File: src/rtl/morse_pkg.sv
// Shared types and constants for the Morse message scheduler.
// Queue entries carry a letter code plus an end-of-word flag.
package morse_pkg;

    localparam int CODE_W = 6;
    localparam logic [CODE_W-1:0] MAX_CODE = 6'd35;

    typedef enum logic [2:0] {
        S_IDLE,
        S_START,
        S_WAIT_ACK,
        S_WAIT_DONE,
        S_DRAIN
    } state_e;

    typedef struct packed {
        logic              word_end;
        logic [CODE_W-1:0] code;
    } entry_t;

    function automatic logic code_valid(input logic [CODE_W-1:0] c);
        return c <= MAX_CODE;
    endfunction

endpackage

File: src/rtl/morse_sched_fifo.sv
// Synchronous letter queue with occupancy count, full flag and flush.
// Pointers wrap naturally because the depth is a power of two.
module morse_sched_fifo
    import morse_pkg::*;
#(
    parameter int P_DEPTH = 8,
    localparam int AW = $clog2(P_DEPTH),
    localparam int CW = AW + 1
) (
    input  logic          clk,
    input  logic          rst,
    input  logic          push_i,
    input  logic          pop_i,
    input  logic          flush_i,
    input  entry_t        wr_data_i,
    output entry_t        rd_data_o,
    output logic [CW-1:0] count_o,
    output logic          full_o
);

    entry_t        mem_q [P_DEPTH];
    logic [AW-1:0] wr_ptr_q, wr_ptr_d;
    logic [AW-1:0] rd_ptr_q, rd_ptr_d;
    logic [CW-1:0] count_q, count_d;
    logic          push_ok, pop_ok;

    assign full_o    = (count_q == CW'(P_DEPTH));
    assign count_o   = count_q;
    assign rd_data_o = mem_q[rd_ptr_q];
    assign push_ok   = push_i && !full_o && !flush_i;
    assign pop_ok    = pop_i && (count_q != '0) && !flush_i;

    always_comb begin
        wr_ptr_d = wr_ptr_q;
        rd_ptr_d = rd_ptr_q;
        count_d  = count_q;
        if (flush_i) begin
            wr_ptr_d = '0;
            rd_ptr_d = '0;
            count_d  = '0;
        end else begin
            if (push_ok) wr_ptr_d = wr_ptr_q + 1'b1;
            if (pop_ok)  rd_ptr_d = rd_ptr_q + 1'b1;
            if (push_ok && !pop_ok)      count_d = count_q + 1'b1;
            else if (pop_ok && !push_ok) count_d = count_q - 1'b1;
        end
    end

    always_ff @(posedge clk) begin
        if (rst) begin
            wr_ptr_q <= '0;
            rd_ptr_q <= '0;
            count_q  <= '0;
        end else begin
            wr_ptr_q <= wr_ptr_d;
            rd_ptr_q <= rd_ptr_d;
            count_q  <= count_d;
        end
    end

    always_ff @(posedge clk) begin
        if (!rst && push_ok) mem_q[wr_ptr_q] <= wr_data_i;
    end

endmodule

File: src/rtl/morse_msg_scheduler.sv
// Queues letters and feeds them one at a time to a Morse generator
// using a start/busy handshake, with abort and streaming append.
module morse_msg_scheduler
    import morse_pkg::*;
#(
    parameter int P_DEPTH = 8,
    localparam int CW = $clog2(P_DEPTH) + 1
) (
    input  logic              clk,
    input  logic              rst,
    input  logic              wr_en_i,
    input  logic [CODE_W-1:0] wr_code_i,
    input  logic              wr_word_end_i,
    input  logic              go_i,
    input  logic              abort_i,
    input  logic              gen_busy_i,
    output logic [CODE_W-1:0] gen_letter_code_o,
    output logic              gen_letter_space_o,
    output logic              gen_word_space_o,
    output logic              gen_start_o,
    output logic              full_o,
    output logic [CW-1:0]     count_o,
    output logic              err_o,
    output logic              busy_o,
    output logic              done_o
);

    state_e            state_q, state_d;
    logic [CODE_W-1:0] code_q, code_d;
    logic              ls_q, ls_d;
    logic              ws_q, ws_d;
    logic              err_q, err_d;
    logic              push, pop, done;
    logic              head_ls;
    entry_t            head, wr_entry;

    assign wr_entry = '{word_end: wr_word_end_i, code: wr_code_i};
    assign push     = wr_en_i && !abort_i && !full_o
                      && code_valid(wr_code_i);
    assign err_d    = wr_en_i && !abort_i
                      && (full_o || !code_valid(wr_code_i));

    morse_sched_fifo #(.P_DEPTH(P_DEPTH)) u_fifo (
        .clk       (clk),
        .rst       (rst),
        .push_i    (push),
        .pop_i     (pop),
        .flush_i   (abort_i),
        .wr_data_i (wr_entry),
        .rd_data_o (head),
        .count_o   (count_o),
        .full_o    (full_o)
    );

    // The last queued letter of an unfinished word gets no trailing gap.
    assign head_ls = !((count_o == CW'(1)) && !head.word_end);

    always_comb begin
        state_d = state_q;
        code_d  = code_q;
        ls_d    = ls_q;
        ws_d    = ws_q;
        pop     = 1'b0;
        done    = 1'b0;
        unique case (state_q)
            S_IDLE: begin
                if (go_i && count_o != '0) state_d = S_START;
            end
            S_START: begin
                code_d  = head.code;
                ls_d    = head_ls;
                ws_d    = head.word_end;
                state_d = S_WAIT_ACK;
            end
            S_WAIT_ACK: begin
                if (gen_busy_i) begin
                    pop     = 1'b1;
                    state_d = S_WAIT_DONE;
                end
            end
            S_WAIT_DONE: begin
                if (!gen_busy_i) begin
                    if (count_o != '0) begin
                        state_d = S_START;
                    end else begin
                        state_d = S_IDLE;
                        done    = 1'b1;
                    end
                end
            end
            S_DRAIN: begin
                if (!gen_busy_i) state_d = S_IDLE;
            end
            default: state_d = S_IDLE;
        endcase
        if (abort_i && state_q != S_IDLE) begin
            state_d = S_DRAIN;
            pop     = 1'b0;
            done    = 1'b0;
        end
    end

    always_ff @(posedge clk) begin
        if (rst) begin
            state_q <= S_IDLE;
            code_q  <= '0;
            ls_q    <= 1'b0;
            ws_q    <= 1'b0;
            err_q   <= 1'b0;
        end else begin
            state_q <= state_d;
            code_q  <= code_d;
            ls_q    <= ls_d;
            ws_q    <= ws_d;
            err_q   <= err_d;
        end
    end

    // Request fields come live from the head in START and are frozen
    // in WAIT_ACK so appends cannot disturb an unacknowledged letter.
    always_comb begin
        gen_start_o        = 1'b0;
        gen_letter_code_o  = '0;
        gen_letter_space_o = 1'b0;
        gen_word_space_o   = 1'b0;
        unique case (state_q)
            S_START: begin
                gen_start_o        = 1'b1;
                gen_letter_code_o  = head.code;
                gen_letter_space_o = head_ls;
                gen_word_space_o   = head.word_end;
            end
            S_WAIT_ACK: begin
                gen_start_o        = 1'b1;
                gen_letter_code_o  = code_q;
                gen_letter_space_o = ls_q;
                gen_word_space_o   = ws_q;
            end
            default: ;
        endcase
    end

    assign err_o  = err_q;
    assign busy_o = (state_q != S_IDLE);
    assign done_o = done;

endmodule

File: config.mk
export PLATFORM = sky130hd
export DESIGN_NAME = morse_msg_scheduler
export DESIGN_NICKNAME = d
export VERILOG_FILES = /design/src/rtl/morse_pkg.sv /design/src/rtl/morse_sched_fifo.sv /design/src/rtl/morse_msg_scheduler.sv
export SDC_FILE = /design/constraint.sdc
export NUM_CORES = 1
export LEC_CHECK = 0
export CAP_MARGIN = 20
export CORE_MARGIN = 2
export CORE_UTILIZATION = 43
export DETAILED_ROUTE_END_ITERATION = 10
export GPL_TIMING_DRIVEN = 1
export PLACE_DENSITY = 0.69
export SETUP_SLACK_MARGIN = 0.3
export SLEW_MARGIN = 20
export SYNTH_ARGS = -nofsm -noshare
export SYNTH_HDL_FRONTEND = slang
export SYNTH_SLANG_ARGS = --single-unit
export TNS_END_PERCENT = 1
File: constraint.sdc
create_clock -name clk -period 2.9 [get_ports clk]
set_input_delay 0.58 -clock clk [delete_from_list [all_inputs] [get_ports clk]]
set_output_delay 0.58 -clock clk [all_outputs]
set_load 0.01 [all_outputs]
==> run summary, run 1 <==
Worst skew pair latency = 350 ps
Max cap viols = 0
Max-Slew Margin vs Limit = 0.747
Antenna cell count = 0
Mean Syn Cell Area = 13.6 sq um
Max Clk Rate = 384 MHz
Worst slew pin tran = 370 ps
CP Data Required Time = 2320 ps
Die W = 92.6 um
# port buffers = 29
Hold crit path type = reg2reg
Yosys top cell area share = 0.499
Ys Warns = 0
Final wirelength = 6300 um
Largest net degree at the start of global routing = 15
Pint = 1780 uW
Unique masters post-synth = 39
Fin Setup TNS = 0 ps
Peak supply drop = 0.299 mV
CTS tree = built
Drt initial violations = 125
Pwr per Cell Area = 546 nW/um^2
H-Tree Depth = 3
Critical-path maximum fanout = 8
Crit. End Element = output port
Place WS = 171 ps
Combinational share of power = 0.047
Count leader, synth = edfxtp_1
Worst-path clk slew = 80 ps
GRT Total Usage = 0.161
Switch Pwr = 474 uW
Die height = 92.6 um
Remaining DRCs = 0
Per-cell routed wire length = 15.5 um
Leak = 0.00150 uW
Hold Fails Final Rpt = 0
Flop pwr share = 0.553
First-pass GRT wire length = 10,100 um
Final Instance Area = 4130 sq um
CTS max path bufs = 2
Initial antenna violation count = 0
Synth Flop Type = edfxtp_1
Cell taking the most area after synthesis = edfxtp_1
Area grow syn2layout = 22.5%
Final setup fails = 0
Critical Path Start Type = flop
Pins Over Slew Limit = 0
Ys async rst share = 0
IO Count = 30
Pre-antenna DRT Iters = 6
WP data arrival = 2030 ps
RSZ-0062 raised after global routing = yes
Setup WS post-layout = 294 ps
Min cycle time layout = 2610 ps
Post-DP Area = 3890 sq um
Switch share = 0.210
Routability cong. = 0.801
Power share of the clock group = 0.399
Die ar. = 8570 sq um
Crit Path Category = reg2out
GR Overflow Total = 0
Post-synth EDFFs = 56
Post-synthesis sequential area ratio = 0.647
Status = complete, no violations
Synth area leaders = edfxtp_1 50%, dfxtp_1 15%, mux2i_1 5.0%, mux4_2 3.3%, nand2_1 2.6%
Via count = 2,052
Final net count = 319
Vias in the first global route = 2,001
Total CTS buffers = 9
DP HPWL = 4400 um
Root Buffer = clkbuf_8
Num rows = 32
CTS Sinks = 81
Post-synthesis net count = 267
Seq cells post-synth = 81
Final Cycle Share = 0.898
Core ar. = 7650 sq um
Setup Skew = 10.1 ps
Hold_buf cts = 0
Layout cells sized above 1 = 0.190
Post-DRT Antenna Nets = 0
Initial Utilization = 0.441
Vias/cell = 5.04
Synth Instances = 248
Synthesized area = 3370 sq um
Commonest cells in the netlist = 56 x edfxtp_1, 25 x dfxtp_1, 23 x nand2_1
## critical path, cell delays in order, from the launching register on
cell and delay (ps):
dfxtp_4 390, buf_8 160, mux4_2 520, nand2b_1 160, nand3_1 120, nand2_1 60
dlygate4sd2_1 280
## sequential cells by signal (all words and copies together) (netlist names), named ones only
signal	cells
err_o	1
ls_q	1
u_fifo.count_o	4
u_fifo.wr_ptr_q	3
state_q	3
u_fifo.mem_q	56
ws_q	1
code_q	6
u_fifo.rd_ptr_q	3
## layout make-up
type                    instances  area [sq um]
flip-flops and latches         81          2190
fillers                       642          3520
multi-input cells             151          1120
clock buffers                  10           128
well taps                     102           128
clock inverters                 6          90.1
inverters                       8          30.0
repair buffers                 49           444
## path summary, 6_finish.rpt
kind	start	slack, ps	cells after the start	to
worst max-delay path	flop	290	6	gen_letter_code_o[2]
worst min-delay path	code_q[4]$_SDFFE_PP0P_	460	2	code_q[4]$_SDFFE_PP0P_
worst max register to register	u_fifo.count_o[0]$_SDFFE_PP0P_	400	10	u_fifo.count_o[3]$_SDFFE_PP0P_
worst min register to register	code_q[4]$_SDFFE_PP0P_	460	2	code_q[4]$_SDFFE_PP0P_
## kinds of logic (layout without fill, tap and decap cells)
| logic type | count (synthesis) | after routing | synth area share |
|---|---|---|---|
| compound gates | 28 | 28 | 0.0553 |
| xor+xnor | 7 | 7 | 0.0182 |
| fa+ha+maj | 6 | 6 | 0.0223 |
| buf+inv | 16 | 73 | 0.0245 |
| flops | 81 | 81 | 0.647 |
| mux | 24 | 24 | 0.0994 |
| simple gates | 86 | 86 | 0.133 |
## power by group through the flow
stage	sequential [uW]	clock (uW)	combinational, uW
2_1_floorplan	1270	0	46.1
3_3_place_gp	1280	0	106
3_5_place_dp	1280	0	108
4_1_cts	1250	922	108
5_1_grt	1250	975	118
6_report	1250	901	107
## metrics by stage
step / util / hold slack, ps / power (uW) / std cells
2_1_floorplan: - / 437 / 1320 / 248
3_3_place_gp: 0.508 / 442 / 1380 / 391
3_5_place_dp: 0.508 / 448 / 1380 / 391
4_1_cts: 0.540 / 459 / 2280 / 407
5_1_grt: 0.540 / 480 / 2340 / 407
6_report: 0.540 / 456 / 2260 / 407
## cells in the final DEF, fill, tap and decap left out, types with 2 or more instances in the layout
master,netlist,routed
nand3b_1,2,2
a21oi_1,15,15
dlygate4sd2_1,0,8
xnor2_1,2,2
bufinv_16,0,2
nor2_1,22,21
dfxtp_1,25,22
nand3_2,0,3
xor2_1,5,5
nand2_1,23,23
edfxtp_1,56,56
mux4_2,5,7
clkdlybuf4s50_1,0,20
a22oi_1,7,7
nor3_1,4,4
mux2i_1,17,17
and3_1,2,2
inv_1,8,8
clkbuf_8,0,9
inv_6,0,2
or2_2,2,2
buf_4,0,18
dfxtp_2,0,2
ha_1,6,6
nand2b_1,9,9
or3_4,2,2
nand3_1,7,4
nand4_1,3,3
## metal layers
metal / track usage / vias up / routed length [um]
li1: - / 1018 / -
met1: 0.207 / 989 / 3010
met2: 0.254 / 35 / 2950
met3: 0.0488 / 10 / 245
met4: 0.0634 / 0 / 98
met5: 0 / - / 0
## repair_timing
item / 4_1_cts / 5_1_grt
buffers inserted: 0 / 0
endpoints found under the setup margin: 9 / 12
cloned: 0 / 0
hold endpoints to repair: 0 / 0
gates resized for setup: 20 / 4
No activity file was read; power rests on OpenSTA's default activity.
==> inputs of run 2 (changes only) <==
PLACE_DENSITY = default   (was 0.69)
==> run 2 against run 1 <==
  * Global-route usage increased by 1.0 points
  * Sequential share of layout area shrank 0.14 points
  * Via count rose by 1.7%
  * Cell area rose by 0.15%
  * Routed wire length increased by 5.4%
  * Clock skew increased by 0.61 ps
  * Worst setup slack worse by 140 ps
  * Sequential cell count stayed put
  * Worst hold slack improved by 2.0 ps
  * Cell count rose by 0.49%
  * Maximum frequency fell by 5.0%
  * Largest power group unchanged
==> run summary, run 2 (synthesis gave the netlist of run 1 again) <==
Status = complete, no violations
CP max-delay cell = mux4_1
Crit Reg-Reg Endpoint = u_fifo.count_o[3]$_SDFFE_PP0P_
CTS Sinks = 81 (unchanged)
Per-cell routed wire length = 16.2 um (+4.9%)
Core ar. = 7650 sq um (unchanged)
Worst-path clk slew = 80 ps (about the same)
CP max stage delay = 570 ps (+50 ps)
Pwr per Cell Area = 525 nW/um^2 (-3.8%)
Most common cell after layout, fill and taps aside = edfxtp_1
Leak = 0.00150 uW (-0.33%)
Switch Pwr = 480 uW (+1.3%)
Critical hold path startpoint = code_q[1]$_SDFFE_PP0P_
Crit Path Category = reg2out
CTS tree = built
Max Clk Rate = 365 MHz (-5.0%)
Hold Fails Final Rpt = 0 (unchanged)
Final setup fails = 0 (unchanged)
Worst reg2reg startpoint = u_fifo.count_o[0]$_SDFFE_PP0P_
Hold EP = code_q[1]$_SDFFE_PP0P_
Total CTS buffers = 9 (unchanged)
Layout cells sized above 1 = 0.173 (-0.0175)
Initial antenna violation count = 0 (unchanged)
Reg2reg setup slack = 390 ps (about the same)
Combinational share of power = 0.049 (+0.002)
Hold crit path type = reg2reg
H-Tree Depth = 3 (unchanged)
Place WS = 109 ps (-62.5 ps)
Routability cong. = 0.825 (+3.0%)
CP delay by family, top = multiplexers
Hold Path Depth = 2 (unchanged)
Flop pwr share = 0.574 (+0.021)
Vias in the first global route = 2,071 (+3.5%)
Pre-antenna DRT Iters = 4 (-2)
Post-DRT Antenna Nets = 0 (unchanged)
First-pass GRT wire length = 10,800 um (+6.9%)
Setup Skew = 10.7 ps (+0.608 ps)
Root Buffer = clkbuf_8
Vias/cell = 5.10 (+1.2%)
Initial Utilization = 0.441 (unchanged)
Hold_buf cts = 0 (unchanged)
Final wirelength = 6640 um (+5.4%)
Pint = 1690 uW (-4.9%)
Power consumption = 2170 uW (-3.6%)
WP data arrival = 2160 ps (+130 ps)
IO Count = 30 (unchanged)
Remaining DRCs = 0 (unchanged)
# port buffers = 29 (unchanged)
Final Cycle Share = 0.945 (+0.0469)
Crit. End Element = output port
Drt initial violations = 120 (-4.0%)
Fin Setup TNS = 0 ps (unchanged)
FF-to-FF path depth = 10 (unchanged)
DP HPWL = 4590 um (+4.2%)
GR Overflow Total = 0 (unchanged)
Cells along the critical path = mux4_1 -> nand2b_1 -> nand3_2 -> nand2_1 -> clkdlybuf4s50_1
Die ar. = 8570 sq um (unchanged)
Switch share = 0.221 (+0.0107)
Worst skew pair latency = 350 ps (about the same)
Max cap viols = 0 (unchanged)
Max-Slew Margin vs Limit = 0.601 (-0.146)
Most frequent cells in the layout = 56 x edfxtp_1, 24 x dfxtp_1, 23 x nand2_1
Setup WS post-layout = 158 ps (-136 ps)
Critical-path maximum fanout = 4 (-4)
Die W = 92.6 um (unchanged)
Largest net degree at the start of global routing = 16 (+1)
Area grow syn2layout = 22.7%
RSZ-0062 raised after global routing = yes
CTS max path bufs = 2 (unchanged)
Pins Over Slew Limit = 0 (unchanged)
Fillers = 644 (+0.31%)
Final net count = 321 (+0.63%)
GRT Total Usage = 0.171 (+0.0105)
Peak supply drop = 0.197 mV (-34%)
Power share of the clock group = 0.376 (-0.023)
Reg with most FFs = u_fifo.mem_q
Max reg flops = 56 (unchanged)
Min cycle time layout = 2740 ps (+136 ps)
Num rows = 32 (unchanged)
CP Data Required Time = 2320 ps (about the same)
FF+latch area = 2190 sq um (-0.11%)
Area of the multi-input gates = 1130 sq um (+0.33%)
Via count = 2,086 (+1.7%)
Antenna cell count = 0 (unchanged)
Critical Path Start Type = flop
WP buf/inv = 1 (-1)
Worst slew pin tran = 596 ps (+227 ps)
Die height = 92.6 um (unchanged)
==> run 2: worst max path at each step <==
stage / end / cells after the start / slack [ps] / start
floorplan: u_fifo.mem_q[2][0]$_DFFE_PP_ / 6 / 570 / u_fifo.count_o[0]$_SDFFE_PP0P_
global placement: u_fifo.count_o[3]$_SDFFE_PP0P_ / 9 / 180 / wr_code_i[5]
detailed placement: u_fifo.count_o[3]$_SDFFE_PP0P_ / 9 / 110 / wr_code_i[5]
CTS: gen_letter_code_o[5] / 6 / 120 / flop
global route: gen_letter_code_o[0] / 6 / 50 / flop
finish: gen_word_space_o / 5 / 160 / flop
==> run 2: per-stage QoR <==
stage / hold WS [ps] / util / std cells / cell area (sq um)
floorplan: 437 / - / 248 / 3370
global placement: 442 / 0.510 / 391 / 3900
global route: 492 / 0.541 / 409 / 4140
detailed placement: 449 / 0.510 / 391 / 3900
finish: 458 / 0.541 / 409 / 4140
CTS: 459 / 0.541 / 409 / 4130
==> run 2: final cells by class <==
| cell class | instances | share of cell area |
|---|---|---|
| clock buffers | 10 | 0.0309 |
| clock inverters | 6 | 0.0166 |
| inverters | 8 | 0.00726 |
| multi-input cells | 151 | 0.272 |
| flip-flops and latches | 81 | 0.528 |
| well taps | 102 | 0.0309 |
| repair buffers | 51 | 0.114 |
==> run 2: power groups by stage <==
stage / logic, uW / clock network [uW] / registers, uW
global route: 117 / 898 / 1250
detailed placement: 108 / 0 / 1280
finish: 107 / 818 / 1250
global placement: 106 / 0 / 1280
CTS: 108 / 838 / 1250
floorplan: 46.1 / 0 / 1270
==> run 2: routing by layer <==
layer / vias up / share of wire / track usage
li1: 1027 / - / -
met1: 1019 / 0.50 / 0.239
met2: 32 / 0.45 / 0.261
met3: 8 / 0.036 / 0.0448
met4: 0 / 0.013 / 0.0560
met5: - / 0 / 0
==> run 2: worst reg2reg max path, cell delays in order, from the launching register on <==
cell and delay [ps]:
dfxtp_1 480, inv_1 80, ha_1 230, or3b_1 260
and3_1 270, inv_1 60, ha_1 250, or4_1 400
a21oi_1 200, xnor2_1 130, nor2_1 50
==> run 2: repair_timing <==
item / 4_1_cts / 5_1_grt
setup endpoints to repair: 10 / 11
resized for setup: 14 / 1
setup buffers: 2 / 0
==> inputs of run 3 (changes only) <==
CELL_PAD_IN_SITES_DETAIL_PLACEMENT = 1   (was default)
CELL_PAD_IN_SITES_GLOBAL_PLACEMENT = 1   (was default)
CORE_MARGIN = 5   (was 2)
PLACE_DENSITY_LB_ADDON = 0.1   (was default)
==> run 3 against run 2 <==
  * Maximum frequency grew 3.2%
  * Clock-buffer cell count shrank 1
  * Utilization grew 1.2 points
  * Register-to-register slack lost 60 ps
  * Clock skew grew 2.2 ps
  * Worst hold slack gained 3.5 ps
  * Sequential cell count is the same
  * Total power grew 2.1%
  * Critical endpoint is now done_o
  * Largest cell class unchanged
==> run summary, run 3 (synthesis gave the netlist of run 1 again) <==
Final Cycle Share = 0.916 (-0.0293)
Pwr per Cell Area = 523 nW/um^2 (-0.51%)
Max reg flops = 56 (unchanged)
Critical hold path startpoint = code_q[0]$_SDFFE_PP0P_
Vias in the first global route = 2,253 (+8.8%)
Largest net degree at the start of global routing = 17 (+1)
Per-cell routed wire length = 17.4 um (+7.2%)
CP Data Required Time = 2320 ps (about the same)
Max-Slew Margin vs Limit = 0.662 (+0.0611)
Remaining DRCs = 0 (unchanged)
Via count = 2,116 (+1.4%)
Max Clk Rate = 376 MHz (+3.2%)
Initial Utilization = 0.439 (-0.00230)
# port buffers = 29 (unchanged)
Most common cell after layout, fill and taps aside = edfxtp_1
Crit Path Category = reg2out
Pins Over Slew Limit = 0 (unchanged)
GR Overflow Total = 0 (unchanged)
Final net count = 328 (+2.2%)
Worst reg2reg startpoint = u_fifo.count_o[0]$_SDFFE_PP0P_
CTS tree = built
First-pass GRT wire length = 11,600 um (+7.3%)
Setup Skew = 12.8 ps (+2.17 ps)
Drt initial violations = 102 (-15%)
Die height = 98.6 um (+6.5%)
Met1 Usage GRT = 0.212 (-0.0273)
Die ar. = 9710 sq um (+13%)
Reg2reg setup slack = 330 ps (-60 ps)
Vias/cell = 5.09 (-0.27%)
IO Count = 30 (unchanged)
Min cycle time layout = 2660 ps (-84.9 ps)
CTS Sinks = 81 (unchanged)
Hold_buf cts = 0 (unchanged)
GRT Total Usage = 0.156 (-0.0147)
Initial antenna violation count = 0 (unchanged)
Critical Path Start Type = flop
DP HPWL = 5060 um (+10%)
Worst skew pair latency = 350 ps (about the same)
Worst slew pin tran = 506 ps (-90.1 ps)
Final setup fails = 0 (unchanged)
FF-to-FF path depth = 10 (unchanged)
Crit. End Element = output port
Num rows = 32 (unchanged)
WP data arrival = 2080 ps (-80 ps)
GR peak layer = met2
Global routing usage on met2 = 0.250 (-0.0113)
Crit Reg-Reg Endpoint = u_fifo.count_o[3]$_SDFFE_PP0P_
Reg with most FFs = u_fifo.mem_q
Fin Setup TNS = 0 ps (unchanged)
Routability cong. = 0.728 (-12%)
Peak supply drop = 0.274 mV (+39%)
Hold Path Depth = 2 (unchanged)
Power consumption = 2220 uW (+2.1%)
Layout cells sized above 1 = 0.220 (+0.0471)
Leak = 0.00156 uW (+3.8%)
Most frequent cells in the layout = 56 x edfxtp_1, 25 x dfxtp_1, 25 x buf_4
Antenna cell count = 0 (unchanged)
Worst-path clk slew = 80 ps (about the same)
Area grow syn2layout = 25.9%
Max cap viols = 0 (unchanged)
Core ar. = 7690 sq um (+0.52%)
CTS max path bufs = 2 (unchanged)
Die W = 98.6 um (+6.5%)
RSZ-0062 raised after global routing = yes
Pre-antenna DRT Iters = 4 (unchanged)
Hold Fails Final Rpt = 0 (unchanged)
Final wirelength = 7240 um (+9.0%)
Critical-path maximum fanout = 7 (+3)
H-Tree Depth = 3 (unchanged)
Hold crit path type = reg2reg
Post-DRT Antenna Nets = 0 (unchanged)
Grt met3 use = 0.0361 (-0.00866)
Root Buffer = clkbuf_8
Utilization after layout = 0.552 (+0.0115)
Total CTS buffers = 9 (unchanged)
Status = complete, no violations
Hold EP = code_q[0]$_SDFFE_PP0P_
-- run 3: cell types whose count changed in the layout (fill, tap and decap cells not counted), sizes merged --
cell	delta
clkinvlp	-1
buf	+7
clkdlybuf4s50	-2
clkinv	-1
dlygate4sd2	+3
inv	+3
clkbuf	-1
dlymetal6s2s	-1
-- run 3: through the flow --
stage / cell area [sq um] / worst slack [ps] / hold slack [ps] / instances
finish: 4250 / 243 / 462 / 416
global route: 4250 / 145 / 488 / 416
CTS: 4130 / 182 / 463 / 411
detailed placement: 3890 / 116 / 451 / 390
global placement: 3890 / 192 / 442 / 390
floorplan: 3370 / 565 / 437 / 248
-- run 3: power by group --
part	total (uW)	internal (uW)	switching, uW
Clock	858	413	444
Combinational	113	53.9	59.1
Sequential	1250	1240	8.33
-- run 3: timing repair --
item	in CTS	in global routing
setup buffers	5	5
endpoints found under the setup margin	9	12
gates resized for setup	14	11
pin swaps	0	0
-- run 3: cell type report --
cell class,instances,area (sq um)
inverter,8,30.0
sequential,81,2180
clock buffer,9,124
fill,777,3440
tap,102,128
clock inverter,7,81.3
multi-input combinational,151,1170
timing repair buffer,58,529
-- run 3: layer usage --
metal | up-vias | routed length [um] | share of wire
met3 | 7 | 274 | 0.038
li1 | 1035 | - | -
met4 | 0 | 80 | 0.011
met2 | 42 | 3440 | 0.48
met5 | - | 0 | 0
met1 | 1032 | 3450 | 0.48
-- run 3: critical path, stage by stage, from the launching register on --
cell and delay (ps):
dfxtp_1 390, inv_1 90, ha_1 200, or3b_1 460, nor4_2 290, dlygate4sd2_1 310
-- run 3: how the worst max path moves through the flow --
stage | cells after the start | slack (ps) | endpoint | start
CTS | 7 | 180 | gen_letter_space_o | flop
detailed placement | 9 | 120 | u_fifo.count_o[3]$_SDFFE_PP0P_ | gen_busy_i
global placement | 9 | 190 | u_fifo.count_o[3]$_SDFFE_PP0P_ | gen_busy_i
finish | 5 | 240 | done_o | u_fifo.count_o[0]$_SDFFE_PP0P_
floorplan | 6 | 570 | u_fifo.mem_q[2][0]$_DFFE_PP_ | u_fifo.count_o[0]$_SDFFE_PP0P_
global route | 5 | 150 | done_o | u_fifo.count_o[1]$_SDFFE_PP0P_
